==> config.mk <==
export PLATFORM = sky130hd
export DESIGN_NAME = pcs_scrambler_pipe
export DESIGN_NICKNAME = d
export VERILOG_FILES = /design/src/rtl/pcs_scrambler_pipe.sv
export SDC_FILE = /design/constraint.sdc
export NUM_CORES = 1
export LEC_CHECK = 0
export BUFFER_PORTS_ARGS = -buffer_cell sky130_fd_sc_hd__buf_2
export CAP_MARGIN = 20
export CORE_MARGIN = 2
export CORE_UTILIZATION = 62
export CTS_CLUSTER_SIZE = 8
export DETAILED_ROUTE_END_ITERATION = 7
export PLACE_DENSITY = 0.85
export SLEW_MARGIN = 20
export SYNTH_ARGS = -nofsm -noshare
export SYNTH_HDL_FRONTEND = slang
export SYNTH_SLANG_ARGS = --single-unit
==> constraint.sdc <==
create_clock -name i_clk -period 2.4 [get_ports i_clk]
set_input_delay 0.6 -clock i_clk [delete_from_list [all_inputs] [get_ports i_clk]]
set_output_delay 0.6 -clock i_clk [all_outputs]
set_load 0.05 [all_outputs]
==> src/rtl/pcs_scrambler_pipe.sv <==
`default_nettype none
// ============================================================================
// Module   : pcs_scrambler_pipe
// Purpose  : Self-synchronous 10GBASE-R scrambler/descrambler,
//            G(x) = 1 + x^39 + x^58, processing DATA_WIDTH payload bits per beat.
//            A 2-bit sync header and its qualifier travel alongside the payload
//            untouched. Valid/ready handshake with a one-entry skid buffer.
// Revision : 1.0 - initial release
// ----------------------------------------------------------------------------
// Parameters:
//   DATA_WIDTH : payload bits per beat (8..64)
//   MODE       : 0 = scramble (TX), 1 = descramble (RX)
//   SEED       : LFSR value loaded on reset
// Ports:
//   i_clk, i_reset_n      : clock, synchronous active-low reset
//   i_data/i_hdr/i_hdr_vld: input beat (bit 0 of i_data is first on the wire)
//   i_valid / o_ready     : upstream handshake (o_ready is a flop output)
//   o_data/o_hdr/o_hdr_vld: output beat
//   o_valid / i_ready     : downstream handshake
//   i_bypass              : (only with PCS_SCRAMBLER_BYPASS_EN) pass beat
//                           unmodified and hold the LFSR
// Optional macro: PCS_SCRAMBLER_BYPASS_EN
// ============================================================================
module pcs_scrambler_pipe #(
   parameter int unsigned DATA_WIDTH = 32,
   parameter int unsigned MODE       = 0,
   parameter logic [57:0] SEED       = 58'h3FF_FFFF_FFFF_FFFF
) (
   input  logic                  i_clk,
   input  logic                  i_reset_n,
   input  logic [DATA_WIDTH-1:0] i_data,
   input  logic [1:0]            i_hdr,
   input  logic                  i_hdr_vld,
   input  logic                  i_valid,
`ifdef PCS_SCRAMBLER_BYPASS_EN
   input  logic                  i_bypass,
`endif
   output logic                  o_ready,
   output logic [DATA_WIDTH-1:0] o_data,
   output logic [1:0]            o_hdr,
   output logic                  o_hdr_vld,
   output logic                  o_valid,
   input  logic                  i_ready
);

   // LFSR state
   logic [57:0]           lfsr_q;
   logic [57:0]           lfsr_d;

   // Main output register (M)
   logic                  m_vld_q,     m_vld_d;
   logic [DATA_WIDTH-1:0] m_data_q,    m_data_d;
   logic [1:0]            m_hdr_q,     m_hdr_d;
   logic                  m_hdr_vld_q, m_hdr_vld_d;

   // Skid register (K)
   logic                  k_vld_q,     k_vld_d;
   logic [DATA_WIDTH-1:0] k_data_q,    k_data_d;
   logic [1:0]            k_hdr_q,     k_hdr_d;
   logic                  k_hdr_vld_q, k_hdr_vld_d;

   logic                  ready_q,     ready_d;

   // Scrambler datapath results for the beat currently on the inputs
   logic [57:0]           scr_lfsr_d;
   logic [DATA_WIDTH-1:0] scr_data_d;
   logic                  scr_bit_d;
   logic [57:0]           beat_lfsr_d;
   logic [DATA_WIDTH-1:0] beat_data_d;

   logic                  in_xfer_d;
   logic                  out_xfer_d;

   assign in_xfer_d  = i_valid && ready_q;
   assign out_xfer_d = m_vld_q && i_ready;

   // Bit-serial recurrence unrolled across the beat. The feedback bit is the
   // scrambled bit on TX and the received (scrambled) bit on RX, which is
   // what makes the RX side self-synchronising.
   always_comb begin
      scr_lfsr_d = lfsr_q;
      scr_data_d = '0;
      scr_bit_d  = 1'b0;
      for (int i = 0; i < DATA_WIDTH; i++) begin
         scr_bit_d     = i_data[i] ^ scr_lfsr_d[38] ^ scr_lfsr_d[57];
         scr_data_d[i] = scr_bit_d;
         scr_lfsr_d    = {scr_lfsr_d[56:0], (MODE == 0) ? scr_bit_d : i_data[i]};
      end
   end

`ifdef PCS_SCRAMBLER_BYPASS_EN
   // Bypassed beats leave the LFSR exactly where it was.
   assign beat_data_d = i_bypass ? i_data : scr_data_d;
   assign beat_lfsr_d = i_bypass ? lfsr_q : scr_lfsr_d;
`else
   assign beat_data_d = scr_data_d;
   assign beat_lfsr_d = scr_lfsr_d;
`endif

   // Storage next-state. While K holds a beat o_ready is low, so an input
   // transfer can never coincide with a K->M move.
   always_comb begin
      lfsr_d      = lfsr_q;
      m_vld_d     = m_vld_q;
      m_data_d    = m_data_q;
      m_hdr_d     = m_hdr_q;
      m_hdr_vld_d = m_hdr_vld_q;
      k_vld_d     = k_vld_q;
      k_data_d    = k_data_q;
      k_hdr_d     = k_hdr_q;
      k_hdr_vld_d = k_hdr_vld_q;

      if (in_xfer_d) begin
         lfsr_d = beat_lfsr_d;
      end

      if (out_xfer_d) begin
         if (k_vld_q) begin
            m_data_d    = k_data_q;
            m_hdr_d     = k_hdr_q;
            m_hdr_vld_d = k_hdr_vld_q;
            k_vld_d     = 1'b0;
         end else if (in_xfer_d) begin
            m_data_d    = beat_data_d;
            m_hdr_d     = i_hdr;
            m_hdr_vld_d = i_hdr_vld;
         end else begin
            m_vld_d     = 1'b0;
         end
      end else if (!m_vld_q) begin
         if (in_xfer_d) begin
            m_vld_d     = 1'b1;
            m_data_d    = beat_data_d;
            m_hdr_d     = i_hdr;
            m_hdr_vld_d = i_hdr_vld;
         end
      end else if (in_xfer_d) begin
         // M is full and held: park the beat in K.
         k_vld_d     = 1'b1;
         k_data_d    = beat_data_d;
         k_hdr_d     = i_hdr;
         k_hdr_vld_d = i_hdr_vld;
      end
   end

   assign ready_d = !k_vld_d;

   always_ff @(posedge i_clk) begin
      if (!i_reset_n) begin
         lfsr_q      <= SEED;
         m_vld_q     <= 1'b0;
         m_data_q    <= '0;
         m_hdr_q     <= 2'b00;
         m_hdr_vld_q <= 1'b0;
         k_vld_q     <= 1'b0;
         k_data_q    <= '0;
         k_hdr_q     <= 2'b00;
         k_hdr_vld_q <= 1'b0;
         ready_q     <= 1'b1;
      end else begin
         lfsr_q      <= lfsr_d;
         m_vld_q     <= m_vld_d;
         m_data_q    <= m_data_d;
         m_hdr_q     <= m_hdr_d;
         m_hdr_vld_q <= m_hdr_vld_d;
         k_vld_q     <= k_vld_d;
         k_data_q    <= k_data_d;
         k_hdr_q     <= k_hdr_d;
         k_hdr_vld_q <= k_hdr_vld_d;
         ready_q     <= ready_d;
      end
   end

   assign o_ready   = ready_q;
   assign o_valid   = m_vld_q;
   assign o_data    = m_data_q;
   assign o_hdr     = m_hdr_q;
   assign o_hdr_vld = m_hdr_vld_q;

endmodule
`default_nettype wire

Word level (Yosys, flattened, before mapping)
Index checks and enable logic that the tools add are counted.
{"block": "op_classes", "n_eq_ne": 3, "n_mux": 20, "bitwise": 65, "n_reduce_logical": 5}
{"operator": "$mux W32", "n": 4}
{"operator": "$xor A1 B1 Y1", "n": 64}
{"operator": "$mux W1", "n": 12}
{"operator": "$mux W2", "n": 4}
{"operator": "$ne A2 B2 Y1 const B", "n": 2}
{"operator": "$reduce_and A3 Y1", "n": 1}
{"operator": "$logic_and A1 B1 Y1", "n": 2}
{"operator": "$ne A2 B1 Y1 const B", "n": 1}
{"operator": "$reduce_and A2 Y1", "n": 1}
{"operator": "$logic_not A1 Y1", "n": 1}
{"operator": "$not A1 Y1", "n": 1}
{"block": "totals", "regBits": 131, "inputBits": 39, "output_inout_bits": 37, "wordCells": 103}

Logic depth before layout (Yosys ltp)
{"block": "depth", "depth_word": 5, "ltp_mapped": 7, "mapped_depth_nobuf": 4}

Least setup slack after synthesis
No wires, ideal clock.
{"block": "synth_path", "path_kind": "reg-to-reg", "from": "register ready_q (netlist: o_ready)", "to": "register m_data_q[5] (netlist: o_data[5])", "setup_time_ps": 86, "t_arrival_ps": 1530, "path_slack_ps": 784, "stages_incl_launch_ff": 7, "path_buffers": 3, "synth_period_minus_slack_ps": 1616, "path_cell_list": "dfxtp_1 -> and2_1 -> buf_4 -> buf_6 -> buf_4 -> nand2_1 -> a221oi_2"}
{"block": "synth_between", "elab_chain_cells": 4, "elab_cells_between_ends": 5, "cone_classes": "mux: 4; reduce/logical: 1"}
{"element": "start: declaration", "line_no": "62", "rtl": "logic ready_q, ready_d;"}
{"element": "start signal: assignment", "line_no": "170", "rtl": "ready_q <= ready_d;"}
{"element": "$logic_and A1 B1 Y1 (*)", "line_no": "74", "rtl": "assign in_xfer_d = i_valid && ready_q;"}
{"element": "$mux W32 (*)"}
{"element": "$mux W32 (on tied branches)"}
{"element": "$mux W32 (*)"}
{"element": "end signal: assignment", "line_no": "163", "rtl": "m_data_q <= m_data_d;"}
{"element": "end: declaration", "line_no": "52", "rtl": "logic [DATA_WIDTH-1:0] m_data_q, m_data_d;"}
Every way passes the cells marked *; elsewhere a longest branch is shown, timed or not. The select of a mux whose other input is x is not followed.
A chain may end at the register's enable or synchronous reset.

Worst setup path in the final report
{"block": "layout_path", "from": "register m_vld_q (netlist: o_valid)", "to": "register m_data_q[27] (netlist: o_data[27])"}
{"block": "layout_between", "elab_chain_cells": 2, "elab_cells_between_ends": 3, "cone_classes": "eq/ne: 1; mux: 1; reduce/logical: 1"}
{"element": "start: declaration", "line_no": "51", "rtl": "logic m_vld_q, m_vld_d;"}
{"element": "start signal: assignment", "line_no": "162", "rtl": "m_vld_q <= m_vld_d;"}
{"element": "$logic_and A1 B1 Y1", "line_no": "75", "rtl": "assign out_xfer_d = m_vld_q && i_ready;"}
{"element": "$ne A2 B1 Y1 (no source line) or $mux W32 (tied branches)"}
Parallel ways exist; a longest one is shown, timed or not.

==> metrics <==
TritonCTS Sinks=131; Final Cycle Share=79.6%; total power=6.35 mW; clock skew=0.00473 ns; WS Path Type=reg2reg; I/O Pins=76; core area=9110 um2; DP Area=6110 um2; die footprint=10000 um2; crit path time final=1.91 ns; H-tree depth=4; Storage cell area=2620 um2; Rel. slew slack=33.3%; slowest CP cell=o21ai_4; Lkg Pwr=2.67 nW; Wirelength per Cell=19.0 um; clock transition at the registers of the reported paths=0.06 ns; RD Place Congestion=0.809; port bufs=75; fill count=628; reg-to-reg startpoint=o_valid; most frequent cell after synthesis=nand2_1; Yosys warnings=0; worst slew pin tran=0.996 ns; slowest cell delay on critical path=0.79 ns; largest net degree at the start of global routing=61; Num CTS Buffers=17; mux contribution to synthesized area=0%; xor/xnor share of the synthesized area=9.77%; first-pass GRT wire length=25300 um; vias in the first global route=5171; Critical Path RT=2.83 ns; CTS tree=yes; WP data arrival=2.34 ns; DRT antenna net count=0; Hold WC Path Type=in2reg; DRT met1 WL=6420 um; Seq/Total Area, Yosys=45.7%; CP endpoint kind=register; crit-path cells=inv_2 > o21ai_4 > a21oi_1 > a221oi_2; diodes inserted=0; total global routing overflow=0; synth cell count leaders=141 x nand2_1, 131 x dfxtp_1, 65 x a21oi_1, 48 x o21ai_0, 47 x xnor2_1; initial antenna violation count=0; layout cells sized above 1=21.8%; clk buf depth=2; Final setup viols=0; wire length on met2=7840 um; post-synthesis sequential element count=131; area of the multi-input gates=2830 um2; syn_nets=696; gate count of the mapped netlist=657; GR Util All Layers=32.6%; HP Start=i_hdr[1]; complex-gate fraction of the synthesized area=21.0%; CP Launch Point=o_valid; Synth area leaders=dfxtp_1 46%, nand2_1 9.2%, a221oi_2 7.6%, xnor2_1 7.2%, a21oi_1 5.7%; Util after Layout=73.7%; Slew Limit Fails=0; Starting Density=63.0%; fmax=524 MHz; Area Overhead vs Synth=17.0%; # rows=35; setup_tns=0 ns; cell area after synthesis=5740 um2; DR WL met3=1050 um; Max VDD drop=0.000519 V; clk_lat worst skew=0.53 ns; share of the synthesized area in the top cell type=45.7%; design area=6710 um2; DR pass1 iterations=6; DRT Wirelength=15900 um; Adder-Cell Fraction of Synth Area=0%; CTS hold repair buffers=0; DRT iter0 DRCs=455; worst-path fanout max=35; largest area contributor in the netlist=dfxtp_1; syn_area_per_cell=8.73 um2; post-CTS setup repair buffer count=0; # Max-Cap Violations=0; HPWL after DPL=9850 um; Synth async-reset ratio=0%; RSZ-0062 raised after global routing=false; Setup crit start kind=register; Post-Synth Simple-Gate Area=18.4%; EDFF count, synth=0; vias=5151; PD cells=947 nW/um2; status=complete, no violations; die width=100 um; CTS root buf=clkbuf_8; post-CTS sizing=0; Synth Flop Type=dfxtp_1; DRC viols=0; via/cell ratio=6.17; Final Net Count=751; Final Hold Vio Count=0; Netlist cell types=28; largest family of logic cells by synthesized area=compound AO/OA/AOI/OAI gates; Die H=100 um; highest routed layer=met4
[through the flow]
step                      setup slack [ns]  hold WS [ns]  cells
after floorplan                      0.784         0.418    657
after global placement               0.351         0.427    804
after detailed placement             0.249         0.437    804
after CTS                            0.527         0.321    835
after global routing                 0.379         0.319    835
final                                0.490         0.332    835
[flip-flops by register name (all words and copies together) (netlist names)]
| name | count |
|---|---|
| k_data_q | 32 |
| k_hdr_q | 2 |
| k_hdr_vld_q | 1 |
| k_vld_q | 1 |
| lfsr_q | 58 |
| o_data | 32 |
| o_hdr | 2 |
| o_hdr_vld | 1 |
| o_ready | 1 |
| o_valid | 1 |
[power breakdown]
group / internal, mW / total (mW) / leakage (nW) / switching, mW
combinational: 0.408 / 1.20 / 1.30 / 0.795
clock: 1.63 / 2.61 / 0.282 / 0.981
sequential: 2.37 / 2.53 / 1.08 / 0.166
total: 4.41 / 6.35 / 2.67 / 1.94
[routing by layer]
| layer | track usage [%] | vias to the layer above |
|---|---|---|
| li1 | - | 2369 |
| met1 | 39.3 | 2476 |
| met2 | 54.8 | 253 |
| met3 | 7.59 | 53 |
| met4 | 16.2 | 0 |
| met5 | 0 | - |
[layout make-up]
type | count | share of cell area, %
inverter | 5 | 0.280
clock buffer | 19 | 6.58
sequential | 131 | 39.1
clock inverter | 12 | 2.33
timing repair buffer | 87 | 7.50
multi-input combinational | 470 | 42.1
tap | 111 | 2.07
[kinds of logic after synthesis]
logic type | after synthesis
xor gates and xnor gates | 64
buffers and inverters | 56
DFF | 131
AOI/OAI and AO/OA | 174
and+or+nand+nor | 232
[worst max-delay path, delay by kind of cell (launching register included)]
family / cells / cell delay [ns]
buffers and inverters: 1 / 0.08
flip-flops: 1 / 0.43
AO/OA/AOI/OAI: 3 / 1.30
[worst paths after layout]
kind / depth (start not counted) / slack (ns) / end
max reg2reg: 4 / 0.49 / o_data[27]
min reg2reg: 2 / 0.46 / k_data_q[7]
min: 3 / 0.33 / k_hdr_q[1]
max: 4 / 0.49 / o_data[27]
[cells in the final DEF, fill, tap and decap left out]
cell          n
buf_4         9
bufinv_16     3
nand2b_1     17
xnor2_1      47
buf_12        3
a21oi_1      65
clkbuf_16    16
clkinvlp_4    4
inv_1         2
a22o_1        3
nand3_2       1
nor2b_1       1
nor2_2        1
a221oi_1      3
clkbuf_8      3
dfxtp_1     130
nand3_1      37
clkinv_2      2
buf_2        75
and2_2        1
dfxtp_2       1
nand2_2       2
a221oi_2     29
o21ai_0      48
xor2_1       17
or3_1        32
inv_2         3
nand2_1     140
a21oi_2       1
inv_6         1
o21ai_4       1
o21ai_1      21
clkinv_4      2
o211ai_1      3
Power figures use the tool's default switching activity.
